--- src/rtl/model_read_keys_transmitter_if.sv ---
// Read-key stream bundle: control handshake, key-memory read port and key word output.
interface model_read_keys_transmitter_if #(
  parameter int DATA_SIZE = 64
);
  logic                 START;
  logic                 HOLD;
  logic                 READY;
  logic [DATA_SIZE-1:0] SIZE_R_IN;
  logic [DATA_SIZE-1:0] SIZE_W_IN;
  logic                 K_RD_ENABLE;
  logic [DATA_SIZE-1:0] K_ADDR_OUT;
  logic [DATA_SIZE-1:0] K_RD_DATA_IN;
  logic [DATA_SIZE-1:0] K_OUT;
  logic                 K_OUT_I_ENABLE;
  logic                 K_OUT_K_ENABLE;

  modport master (
    input  START, HOLD, SIZE_R_IN, SIZE_W_IN, K_RD_DATA_IN,
    output READY, K_RD_ENABLE, K_ADDR_OUT, K_OUT, K_OUT_I_ENABLE, K_OUT_K_ENABLE
  );

  modport slave (
    output START, HOLD, SIZE_R_IN, SIZE_W_IN, K_RD_DATA_IN,
    input  READY, K_RD_ENABLE, K_ADDR_OUT, K_OUT, K_OUT_I_ENABLE, K_OUT_K_ENABLE
  );
endinterface

--- src/rtl/model_read_keys_transmitter.sv ---
// Walks the R x W read-key matrix in key memory row-major and streams it out,
// one memory read per cycle, each word emitted one cycle after its read.
//
//   state | meaning
//   IDLE  | waiting for START; empty matrices complete here
//   ISSUE | issuing one read per cycle unless HOLD is high
//   DRAIN | all reads issued, waiting for the last word to be emitted
module model_read_keys_transmitter #(
  parameter int DATA_SIZE    = 64,
  parameter int CONTROL_SIZE = 64
) (
  input logic                          CLK,
  input logic                          RST,
  model_read_keys_transmitter_if.master bus
);

  typedef enum logic [1:0] {
    IDLE,
    ISSUE,
    DRAIN
  } state_t;

  state_t                  state;
  logic [CONTROL_SIZE-1:0] size_r;
  logic [CONTROL_SIZE-1:0] size_w;
  logic [CONTROL_SIZE-1:0] i_cnt;
  logic [CONTROL_SIZE-1:0] k_cnt;
  logic [DATA_SIZE-1:0]    addr;
  logic                    pipe_valid;
  logic                    pipe_first;
  logic                    pipe_last;

  logic [CONTROL_SIZE-1:0] start_r;
  logic [CONTROL_SIZE-1:0] start_w;
  logic                    row_end;
  logic                    mat_end;

  assign start_r = CONTROL_SIZE'(bus.SIZE_R_IN);
  assign start_w = CONTROL_SIZE'(bus.SIZE_W_IN);
  assign row_end = (k_cnt == size_w - CONTROL_SIZE'(1));
  assign mat_end = row_end && (i_cnt == size_r - CONTROL_SIZE'(1));

  always_ff @(posedge CLK or posedge RST) begin
    if (RST) begin
      state              <= IDLE;
      size_r             <= '0;
      size_w             <= '0;
      i_cnt              <= '0;
      k_cnt              <= '0;
      addr               <= '0;
      pipe_valid         <= 1'b0;
      pipe_first         <= 1'b0;
      pipe_last          <= 1'b0;
      bus.READY          <= 1'b0;
      bus.K_RD_ENABLE    <= 1'b0;
      bus.K_ADDR_OUT     <= '0;
      bus.K_OUT          <= '0;
      bus.K_OUT_I_ENABLE <= 1'b0;
      bus.K_OUT_K_ENABLE <= 1'b0;
    end else begin
      bus.READY       <= 1'b0;
      bus.K_RD_ENABLE <= 1'b0;
      pipe_valid      <= 1'b0;

      // Emit stage runs in every state so HOLD never stalls a word in flight.
      if (pipe_valid) begin
        bus.K_OUT          <= bus.K_RD_DATA_IN;
        bus.K_OUT_K_ENABLE <= 1'b1;
        bus.K_OUT_I_ENABLE <= pipe_first;
      end else begin
        bus.K_OUT_K_ENABLE <= 1'b0;
        bus.K_OUT_I_ENABLE <= 1'b0;
      end

      case (state)
        IDLE: begin
          if (bus.START) begin
            size_r <= start_r;
            size_w <= start_w;
            i_cnt  <= '0;
            k_cnt  <= '0;
            addr   <= '0;
            if (start_r == '0 || start_w == '0) begin
              bus.READY <= 1'b1;
            end else begin
              state <= ISSUE;
            end
          end
        end

        ISSUE: begin
          if (!bus.HOLD) begin
            bus.K_RD_ENABLE <= 1'b1;
            bus.K_ADDR_OUT  <= addr;
            pipe_valid      <= 1'b1;
            pipe_first      <= (k_cnt == '0);
            pipe_last       <= mat_end;
            // Running address replaces i*W+k; wraps silently.
            addr            <= addr + DATA_SIZE'(1);
            if (row_end) begin
              k_cnt <= '0;
              i_cnt <= i_cnt + CONTROL_SIZE'(1);
            end else begin
              k_cnt <= k_cnt + CONTROL_SIZE'(1);
            end
            if (mat_end) begin
              state <= DRAIN;
            end
          end
        end

        DRAIN: begin
          if (pipe_valid && pipe_last) begin
            bus.READY <= 1'b1;
            state     <= IDLE;
          end
        end

        default: state <= IDLE;
      endcase
    end
  end

endmodule

--- src/flat_wrapper.sv ---
// flat-port wrapper written by rule: the top's interface ports become plain ports
module model_read_keys_transmitter_flat 
#(
  parameter int DATA_SIZE    = 64,
  parameter int CONTROL_SIZE = 64
)
  (CLK, RST, bus_START, bus_HOLD, bus_SIZE_R_IN, bus_SIZE_W_IN, bus_K_RD_DATA_IN, bus_READY, bus_K_RD_ENABLE, bus_K_ADDR_OUT, bus_K_OUT, bus_K_OUT_I_ENABLE, bus_K_OUT_K_ENABLE);
  model_read_keys_transmitter_if #(.DATA_SIZE(DATA_SIZE)) bus_i ();
  input logic CLK;
  input logic RST;
  input wire logic [$bits(bus_i.START)-1:0] bus_START;
  input wire logic [$bits(bus_i.HOLD)-1:0] bus_HOLD;
  input wire logic [$bits(bus_i.SIZE_R_IN)-1:0] bus_SIZE_R_IN;
  input wire logic [$bits(bus_i.SIZE_W_IN)-1:0] bus_SIZE_W_IN;
  input wire logic [$bits(bus_i.K_RD_DATA_IN)-1:0] bus_K_RD_DATA_IN;
  output wire logic [$bits(bus_i.READY)-1:0] bus_READY;
  output wire logic [$bits(bus_i.K_RD_ENABLE)-1:0] bus_K_RD_ENABLE;
  output wire logic [$bits(bus_i.K_ADDR_OUT)-1:0] bus_K_ADDR_OUT;
  output wire logic [$bits(bus_i.K_OUT)-1:0] bus_K_OUT;
  output wire logic [$bits(bus_i.K_OUT_I_ENABLE)-1:0] bus_K_OUT_I_ENABLE;
  output wire logic [$bits(bus_i.K_OUT_K_ENABLE)-1:0] bus_K_OUT_K_ENABLE;
  assign bus_i.START = bus_START;
  assign bus_i.HOLD = bus_HOLD;
  assign bus_i.SIZE_R_IN = bus_SIZE_R_IN;
  assign bus_i.SIZE_W_IN = bus_SIZE_W_IN;
  assign bus_i.K_RD_DATA_IN = bus_K_RD_DATA_IN;
  assign bus_READY = bus_i.READY;
  assign bus_K_RD_ENABLE = bus_i.K_RD_ENABLE;
  assign bus_K_ADDR_OUT = bus_i.K_ADDR_OUT;
  assign bus_K_OUT = bus_i.K_OUT;
  assign bus_K_OUT_I_ENABLE = bus_i.K_OUT_I_ENABLE;
  assign bus_K_OUT_K_ENABLE = bus_i.K_OUT_K_ENABLE;
  model_read_keys_transmitter #(.DATA_SIZE(DATA_SIZE), .CONTROL_SIZE(CONTROL_SIZE)) u_core (.CLK(CLK), .RST(RST), .bus(bus_i));
endmodule
--- config.mk ---
export PLATFORM = sky130hd
export DESIGN_NAME = model_read_keys_transmitter_flat
export DESIGN_NICKNAME = d
export VERILOG_FILES = /design/src/rtl/model_read_keys_transmitter_if.sv /design/src/rtl/model_read_keys_transmitter.sv /design/src/flat_wrapper.sv
export SDC_FILE = /design/constraint.sdc
export NUM_CORES = 1
export LEC_CHECK = 0
export ABC_AREA = 0
export CORE_ASPECT_RATIO = 2
export CORE_MARGIN = 10
export CORE_UTILIZATION = 58
export DETAILED_ROUTE_END_ITERATION = 12
export DONT_BUFFER_PORTS = 1
export PLACE_DENSITY = 0.76
export SYNTH_ARGS = -nofsm -noshare
export SYNTH_HDL_FRONTEND = slang
export SYNTH_SLANG_ARGS = --single-unit
--- constraint.sdc ---
create_clock -name CLK -period 14.1 [get_ports CLK]
set_input_delay 1.41 -clock CLK [delete_from_list [all_inputs] [get_ports CLK]]
set_output_delay 1.41 -clock CLK [all_outputs]
set_load 0.03 [all_outputs]
* Word level (Yosys, flattened, before mapping)
Index checks and enable logic that the tools add are counted.
Operators by class: add/subtract/negate cells 5, bitwise operators 1, eq/ne operators 10, muxes and demuxes 23, reductions and logical operators 13
Operator list (count):
- 2-to-1 mux 64 bit | 6
- case mux 64 bit (2 select lines) | 3
- adder 64 x 1 -> 64 bit, second input constant | 3
- zero test 64 bit | 3
- == test 64 bit | 2
- subtractor 64 x 1 -> 64 bit, second input constant | 2
- 2-to-1 mux 2 bit | 5
- 2-to-1 mux 1 bit | 7
- inequality test 2 x 1 -> 1 bit, second input constant | 3
- inequality test 2 bit, second input constant | 3
- case mux 2 bit (3 select lines) | 1
- AND reduction 5 bit | 1
- AND reduction 2 bit | 2
- AND reduction 4 bit | 1
- AND reduction 3 bit | 1
- == test 2 x 1 -> 1 bit, second input constant | 1
- == test 2 bit, second input constant | 1
- logical AND 1 bit | 2
- zero test 2 bit | 1
- case mux 1 bit (2 select lines) | 1
- nonzero test 2 bit | 1
- logical OR 1 bit | 1
- NOT 1 bit | 1
Storage, ports and cells: bits in registers 456, output and inout bits 132, word-level logic and storage cells 66, input port bits 196

* Depth between registers and ports, before layout
Gate-level depths: netlist of the first run.
word-level depth 6, depth in mapped cells 15, mapped depth without buffers 12

* Worst setup path after synthesis of the first run
No wires, ideal clock.
path kind register to register, start point register u_core.size_r[0], end point register u_core.pipe_last, setup time 0.076 ns, cell stages (with the launch flop) 13, clock period less this slack 3.939 ns, buffers on the path 0, arrival time 3.862 ns, required time 14.024 ns, setup slack 10.161 ns, cell sequence dfrtp_1 -> inv_1 -> ha_1 -> nor4b_4 -> nand4_1 -> or4_4 -> nor3_4 -> mux2_1 -> nand4_1 -> or4_1 -> or4_1 -> or4b_1 -> o21ai_1
Between the ends: longest elaborated chain between the ends 3
RTL lines:
- start: declaration | RTL line model_read_keys_transmitter.sv:24 | logic [CONTROL_SIZE-1:0] size_r;
- start signal: assignment | RTL line model_read_keys_transmitter.sv:78 | size_r <= start_r;
- subtractor 64 x 1 -> 64 bit | RTL line model_read_keys_transmitter.sv:41 | assign mat_end = row_end && (i_cnt == size_r - CONTROL_SIZE'(1));
- == test 64 bit | RTL line model_read_keys_transmitter.sv:41
- logical AND 1 bit | RTL line model_read_keys_transmitter.sv:41
- end signal: assignment | RTL line model_read_keys_transmitter.sv:97 | pipe_last <= mat_end;
- end: declaration | RTL line model_read_keys_transmitter.sv:31 | logic pipe_last;
No other way between the ends. A chain may end at the register's enable or synchronous reset.

* Final worst setup path of the first run
start point register u_core.size_w[17], end point register u_core.k_cnt[5]
Between the ends: longest elaborated chain between the ends 5
RTL lines:
- start: declaration | RTL line model_read_keys_transmitter.sv:25 | logic [CONTROL_SIZE-1:0] size_w;
- start signal: assignment | RTL line model_read_keys_transmitter.sv:79 | size_w <= start_w;
- subtractor 64 x 1 -> 64 bit | RTL line model_read_keys_transmitter.sv:40 | assign row_end = (k_cnt == size_w - CONTROL_SIZE'(1));
- == test 64 bit | RTL line model_read_keys_transmitter.sv:40
- 2-to-1 mux 64 bit | RTL line model_read_keys_transmitter.sv:100 | if (row_end) begin
- 2-to-1 mux 64 bit | RTL line model_read_keys_transmitter.sv:92 | if (!bus.HOLD) begin
- case mux 64 bit (2 select lines) | RTL line model_read_keys_transmitter.sv:75 | case (state)
- end signal: assignment | RTL line model_read_keys_transmitter.sv:104 | k_cnt <= k_cnt + CONTROL_SIZE'(1);
- end: declaration | RTL line model_read_keys_transmitter.sv:27 | logic [CONTROL_SIZE-1:0] k_cnt;
No other way between the ends. The select of a mux whose other input is x is not followed.

==> metrics.md, run 1 <==
| Metric | Value |
|---|---|
| N_diodes | `0` |
| Post-synthesis cell type count | `84` |
| Filler instances | `about 3700` |
| Clk root buf | `clkbuf_16` |
| Via count | `approximately 22000` |
| Post-CTS setup repair buffer count | `0` |
| Die W | `168 um` |
| Worst Reg-to-Reg Cells | `11` |
| Ys async rst share | `100%` |
| Total negative slack | `0 ns` |
| Final cycle utilization of the critical path | `37.6%` |
| Antenna-violating nets left | `0` |
| Final Max Slew Viols | `0` |
| Most frequent cell after synthesis | `nand2_1` |
| Gr usage total | `a little under a third` |
| Syn_area_per_cell | `between 8 and 9 sq um` |
| Initial detailed-routing violation count | `around 1900` |
| Synth top area cells | `dfrtp_1, nand2_1, xnor2_1` |
| Vias in the first global route | `~23000` |
| Starting density of the core | `58.6%` |
| Nets | `~3000` |
| Post-synth top area share | `approximately 45%` |
| Layout cells sized above 1 | `6.83%` |
| Reg2Reg Setup Slack | `~8.8 ns` |
| # H-tree levels | `2` |
| Layout area overhead | `6.35%` |
| Endpoint, Worst Hold | `u_core.size_r[51]` |
| Final Hold Vio Count | `0` |
| Number of max-cap violations | `0` |
| Synthesized net count | `~3100` |
| Die Y-Extent | `317 um` |
| EDFF count, synth | `0` |
| Clk buf depth | `3` |
| Clock sinks | `around 460` |
| Hold Path Depth | `2` |
| Cells after Synth | `2932` |
| Status | `finished, final reports clean` |
| Final setup fails | `0` |
| DP HPWL | `between 60 and 70 mm` |
| GPL Wtd Cong | `0.989` |
| Total power | `slightly below 3 mW` |
| Multi-input combinational cell area | `13300 sq um` |
| DIE AREA | `53300 sq um` |
| Hold_ws | `~0.53 ns` |
| Row count | `between 100 and 150` |
| RR Startpoint | `u_core.size_w[17]` |
| Routed wire per std cell | `~26 um` |
| Cell leakage power | `around 12 nW` |
| Total core area | `43500 sq um` |
| Largest net degree at the start of global routing | `~170` |
| Crit path kind | `register to register` |
| First-pass GRT wire length | `around 130 mm` |
| HP Class | `register to register` |
| Worst Path Required | `14.59 ns` |
| DRC | `0` |
| Yosys warns | `0` |
| Final Cell Area | `roughly 27000 sq um` |
| Register area | `about 11000 sq um` |
| Drt total wl | `86.9 mm` |
| Mapped cell area | `~25000 sq um` |
| Crit path capture type | `register` |
| RSZ-0062 raised after global routing | `false` |
| Critical Path AT | `between 5 and 6 ns` |
| Worst-Skew Late Latency | `~0.6 ns` |
| Post-DP Area | `25700 sq um` |
| Commonest cells post-synth | `nand2_1, dfrtp_1, nor2_1, xnor2_1, clkbuf_1` |
| Synth Flop Type | `dfrtp_1` |
| Reg-to-reg endpoint | `u_core.k_cnt[5]` |
| Initial antenna violation count | `0` |
| Crit path max fanout | `between 70 and 80` |
| CTS tree | `built` |
| Post-CTS Hold Buffers | `0` |
| I/O Buffers | `0` |
| PostCTS Resize Cnt | `0` |
| Worst Skew | `0.0376 ns` |
| Min Tclk post-route | `approximately 5.3 ns` |
| Worst setup SP type | `register` |
| Max Freq | `0.188 GHz` |
| Hold_sp | `u_core.size_r[51]` |
| Gr ovfl total | `0` |
| Yosys top cell by area | `dfrtp_1` |
| PwrDens | `107 nW/um^2` |
| I/O pins | `328` |
| Seq/Total Area, Yosys | `between 40 and 50%` |
| Yosys reg bits | `roughly 460` |
| Vias per std cell | `roughly 6.6` |
| Clock buffer count from CTS | `40` |
| Max IR drop VDD | `~0.11 mV` |
| DR pass1 iterations | `6` |
| Slew margin rel. | `23.5%` |
| Slew @ Worst Pin | `about 1.1 ns` |
| Clock slew at reported path FFs | `~0.060 ns` |
## cell families (layout without fill, tap and decap cells)
family,count (synthesis),count (layout),share of synthesized area [%]
fa+ha+maj,6,6,0.294
xor+xnor,255,255,8.76
buf+inv,202,123,3.20
flops,456,456,44.7
compound gates,367,367,9.25
mux,86,86,3.72
simple gates,1560,1560,30.0
## routing by layer
layer  up-vias  share of wire, %  routed length (um)  track usage (%)
li1      10129                 -                   -                -
met1     11012                33               28400             30.9
met2       919                54               46600             57.8
met3       301               5.5                4780             5.16
met4         0               8.2                7110             23.1
met5         -                 0                   0                0
## worst max-delay path: stages (launching register included)
cell	delay (ns)
dfrtp_1	0.47
nor4_1	0.69
and3_1	0.51
nand3_1	0.47
or4_1	0.69
nand3_1	0.13
nor4_1	0.07
and4_4	0.24
a21oi_4	0.73
buf_4	0.70
o21ai_0	0.21
a31oi_1	0.21
## power by group
part	total, mW	switching (mW)	internal, mW
Combinational	0.247	0.169	0.0782
Sequential	1.46	0.111	1.35
Clock	1.21	0.538	0.667
Total	2.91	0.818	2.09
## worst max-delay path by stage
stage	endpoint	slack [ns]	depth (start not counted)	startpoint
final	u_core.k_cnt[5]	8.79	11	u_core.size_w[17]
after global routing	u_core.k_cnt[30]	8.49	11	u_core.size_w[17]
after CTS	u_core.k_cnt[5]	8.86	11	u_core.size_w[13]
after detailed placement	u_core.k_cnt[5]	8.90	11	u_core.size_w[13]
after global placement	u_core.i_cnt[27]	8.98	11	u_core.size_w[13]
after floorplan	u_core.addr[0]	6.52	1	RST
## stage by stage
step	util, %	cells	setup WS [ns]
after detailed placement	59.1	3331	8.90
after CTS	62.3	3403	8.86
final	62.3	3403	8.79
after floorplan	-	2932	6.52
after global routing	62.3	3403	8.49
after global placement	59.1	3331	8.98
## cells in the final DEF, fill, tap and decap left out, drive strengths merged, types with 79 or more instances in the layout
cell and instances:
nand2 717, dfrtp 456, nor2 163, xnor2 163, nor4 128, nand4 101, nand3 99, a21oi 98
xor2 92, o21ai 79
## flip-flops by register name (all words and copies together), names as in the netlist
name and flops:
u_core.pipe_last 1, u_core.bus.K_OUT_K_ENABLE 1, u_core.size_r 64, u_core.i_cnt 64, u_core.bus.K_ADDR_OUT 64, u_core.k_cnt 64
u_core.size_w 64, u_core.bus.K_RD_ENABLE 1, u_core.bus.READY 1, u_core.bus.K_OUT 64, u_core.state 2, u_core.bus.K_OUT_I_ENABLE 1
u_core.pipe_first 1, u_core.addr 64
## layout make-up
class | instances | area share, %
clock inverters | 18 | 1.03
inverters | 31 | 0.443
flip-flops and latches | 456 | 42.1
multi-input cells | 2274 | 49.1
clock buffers | 54 | 4.18
well taps | 550 | 2.54
repair buffers | 20 | 0.646
(Power assumes the default switching activity.)
==> run 2: changes to the inputs <==
ABC_AREA = 1   (was 0)
CORE_UTILIZATION = 59   (was 58)
PLACE_DENSITY = 0.78   (was 0.76)
clock period = 4.8 ns   (was 14.1 ns; I/O delays follow)
==> metrics.md, run 2 <==
| Metric | Value |
|---|---|
| Status | `finished, final reports clean` |
| Final cycle utilization of the critical path | `83.5% (+46 points)` |
| Largest family of logic cells by synthesized area | `simple AND/OR/NAND/NOR gates` |
| Crit path max fanout | `42 (-43%)` |
| DP HPWL | `96.1 mm (+46%)` |
| Clk buf depth | `3 (unchanged)` |
| Synth Area in XOR/XNOR | `5.40% (-3.4 points)` |
| Worst setup path endpoint | `u_core.k_cnt[11]` |
| Synthesized net count | `4571 (+46%)` |
| Post-synth top area share | `38.4% (-6.3 points)` |
| CTS tree | `built` |
| GPL Wtd Cong | `1.09 (+11%)` |
| Number of max-cap violations | `0 (unchanged)` |
| Cells after Synth | `4369 (+49%)` |
| Seq/Total Area, Yosys | `38.4% (-6.3 points)` |
| Total core area | `49900 sq um (+15%)` |
| RR Startpoint | `u_core.size_w[0]` |
| N_diodes | `0 (unchanged)` |
| I/O pins | `328 (unchanged)` |
| CP startpoint | `u_core.size_w[0]` |
| Reg2Reg Setup Slack | `0.79 ns (-8.00 ns)` |
| Setup ws final | `0.793 ns (-8.00 ns)` |
| Routed wire per std cell | `24.7 um (-3.4%)` |
| Min Tclk post-route | `4.01 ns (-1.30 ns)` |
| Die Y-Extent | `337 um (+6.5%)` |
| Final Max Slew Viols | `0 (unchanged)` |
| DR pass1 iterations | `6 (unchanged)` |
| Most frequent cell after synthesis | `nand2_1` |
| First-pass GRT wire length | `182 mm (+38%)` |
| DIE AREA | `60200 sq um (+13%)` |
| Worst setup SP type | `register` |
| Critical Path AT | `4.44 ns (-1.35 ns)` |
| Total negative slack | `0 ns (unchanged)` |
| Row count | `116 (+7.4%)` |
| Total power | `7.78 mW (+170%)` |
| Nets | `4517 (+49%)` |
| PwrDens | `245 nW/um^2 (+130%)` |
| Clock slew at reported path FFs | `0.07 ns (about the same)` |
| Post-synthesis adder-cell area fraction | `0.253% (-0.042 points)` |
| Post-synthesis cell type count | `51 (-39%)` |
| Worst Reg-to-Reg Cells | `18 (+7)` |
| Mapped cell area | `29700 sq um (+16%)` |
| Dpl ws | `1.02 ns (-7.88 ns)` |
| Drt total wl | `123 mm (+42%)` |
| Vias per std cell | `5.98 (-9.1%)` |
| Worst Skew | `0.0247 ns (-0.0130 ns)` |
| Clk root buf | `clkbuf_16` |
| Syn_area_per_cell | `6.80 sq um (-22%)` |
| Slew margin rel. | `26.9% (+3.3 points)` |
| Post-DP Area | `30300 sq um (+18%)` |
| RSZ-0062 raised after global routing | `false` |
| Gr usage total | `40.8% (+9.4 points)` |
| Final Hold Vio Count | `0 (unchanged)` |
| I/O Buffers | `0 (unchanged)` |
| Yosys top cell by area | `dfrtp_1` |
| Antenna-violating nets left | `0 (unchanged)` |
| Worst Path Required | `5.23 ns (-9.36 ns)` |
| Yosys warns | `0 (unchanged)` |
| Reg-to-reg endpoint | `u_core.k_cnt[11]` |
| Largest net degree at the start of global routing | `141 (-18%)` |
| Fin cells | `4997 (+47%)` |
| Max Freq | `0.250 GHz (+32%)` |
| Initial antenna violation count | `2 (+2)` |
| Max IR drop VDD | `0.320 mV (+190%)` |
| Yosys reg bits | `456 (unchanged)` |
| Clock buffer count from CTS | `42 (+5.0%)` |
| Initial detailed-routing violation count | `2937 (+58%)` |
| PostCTS Resize Cnt | `0 (unchanged)` |
| Clock sinks | `456 (unchanged)` |
| Post-synthesis compound-gate area fraction | `8.34% (-0.90 points)` |
| Most frequent cells in the layout | `nand2_1, nor2_1, inv_1` |
| Ys async rst share | `100% (unchanged)` |
| Final Cell Area | `31800 sq um (+17%)` |
| EDFF count, synth | `0 (unchanged)` |
| Placed cell count | `4919 (+48%)` |
| Gr ovfl total | `0 (unchanged)` |
| Slew @ Worst Pin | `1.09 ns (-0.0474 ns)` |
| Starting density of the core | `59.5% (+0.86 points)` |
| Final setup fails | `0 (unchanged)` |
| Synth top area cells | `dfrtp_1, nand2_1, nor2_1` |
| Layout area overhead | `7.13%` |
| Layout cells sized above 1 | `5.77% (-1.1 points)` |
| Die W | `179 um (+6.2%)` |
| Synth Area in Simple Gates | `36.5% (+6.5 points)` |
| DRC | `0 (unchanged)` |
| Synth Flop Type | `dfrtp_1` |
| Cell leakage power | `17.0 nW (+38%)` |
| HP Class | `input port to register` |
| Via count | `29862 (+34%)` |
| Most common cell after layout, fill and taps aside | `nand2_1` |
| Crit path kind | `register to register` |
| Post-CTS setup repair buffer count | `0 (unchanged)` |
| Core Util, Final | `63.7% (+1.4 points)` |
| Commonest cells post-synth | `nand2_1, nor2_1, inv_1` |
| # H-tree levels | `2 (unchanged)` |
| Hold_ws | `0.0326 ns (-0.494 ns)` |
| Worst-Skew Late Latency | `0.59 ns (about the same)` |
| Vias in the first global route | `30312 (+34%)` |
| Crit path capture type | `register` |
| Post-synthesis mux area share | `2.47% (-1.3 points)` |
| Post-CTS Hold Buffers | `1 (+1)` |
## run 2: cell types whose count changed in the layout (fill, tap and decap cells not counted), sizes merged, moves of 48 or more
cell,change
a31oi,-48
and3,-48
inv,+510
nand2,+583
nand3,+133
nor2,+469
nor4,-80
o21ai,+249
xnor2,-118
## run 2: worst min path at each step
stage | start | end | slack [ns] | cells after the start
2_1_floorplan | u_core.addr[43] | u_core.addr[43] | 0.43 | 1
3_3_place_gp | u_core.addr[43] | u_core.addr[43] | 0.46 | 1
3_5_place_dp | u_core.addr[43] | u_core.addr[43] | 0.46 | 1
4_1_cts | bus_K_RD_DATA_IN[5] | u_core.bus.K_OUT[5] | 0.04 | 1
5_1_grt | bus_K_RD_DATA_IN[22] | u_core.bus.K_OUT[22] | 0.03 | 1
6_report | bus_K_RD_DATA_IN[27] | u_core.bus.K_OUT[27] | 0.03 | 1
## run 2: power by group
| part | switching [mW] | internal (mW) |
|---|---|---|
| sequential | 0 | 3.84 |
| combinational | 0.127 | 0.0203 |
| clock | 1.64 | 2.15 |
## run 2: critical path, stage by stage, from the launching register on
cell and delay (ns):
dfrtp_1 0.40, inv_1 0.11, ha_1 0.22, nand2_2 0.15, nor2_2 0.27, nand3_1 0.15, inv_1 0.52, nand3_1 0.20
nand3_1 0.18, nand2_1 0.07, nor2_1 0.15, nand2_1 0.07, nor2_1 0.14, nand2_1 0.14, nor2_2 0.19, inv_2 0.15
nand2_1 0.32, buf_12 0.27, o22ai_1 0.11
## run 2: logic make-up after synthesis
kind of cell,count (synthesis)
adder cells (fa/ha/maj),6
multiplexers,65
AO/OA/AOI/OAI,460
AND/OR/NAND/NOR,2535
flip-flops,456
XOR/XNOR,180
buffers and inverters,667
## run 2: layout make-up
| type | instances | area (sq um) |
|---|---|---|
| Tap cell | 649 | 812 |
| Timing Repair Buffer | 29 | 283 |
| Clock inverter | 22 | 312 |
| Sequential cell | 456 | 11400 |
| Inverter | 540 | 2030 |
| Fill cell | 4696 | 18100 |
| Clock buffer | 55 | 1220 |
| Multi-Input combinational cell | 3246 | 15700 |
## run 2: metal layers
layer  global-route usage, %  vias up  wire length (um)
met4                    39.8        2             14500
met5                       0        -                12
met2                    73.6     1447             64200
li1                        -    13861                 -
met3                    7.78      610              8330
met1                    36.4    13942             36200
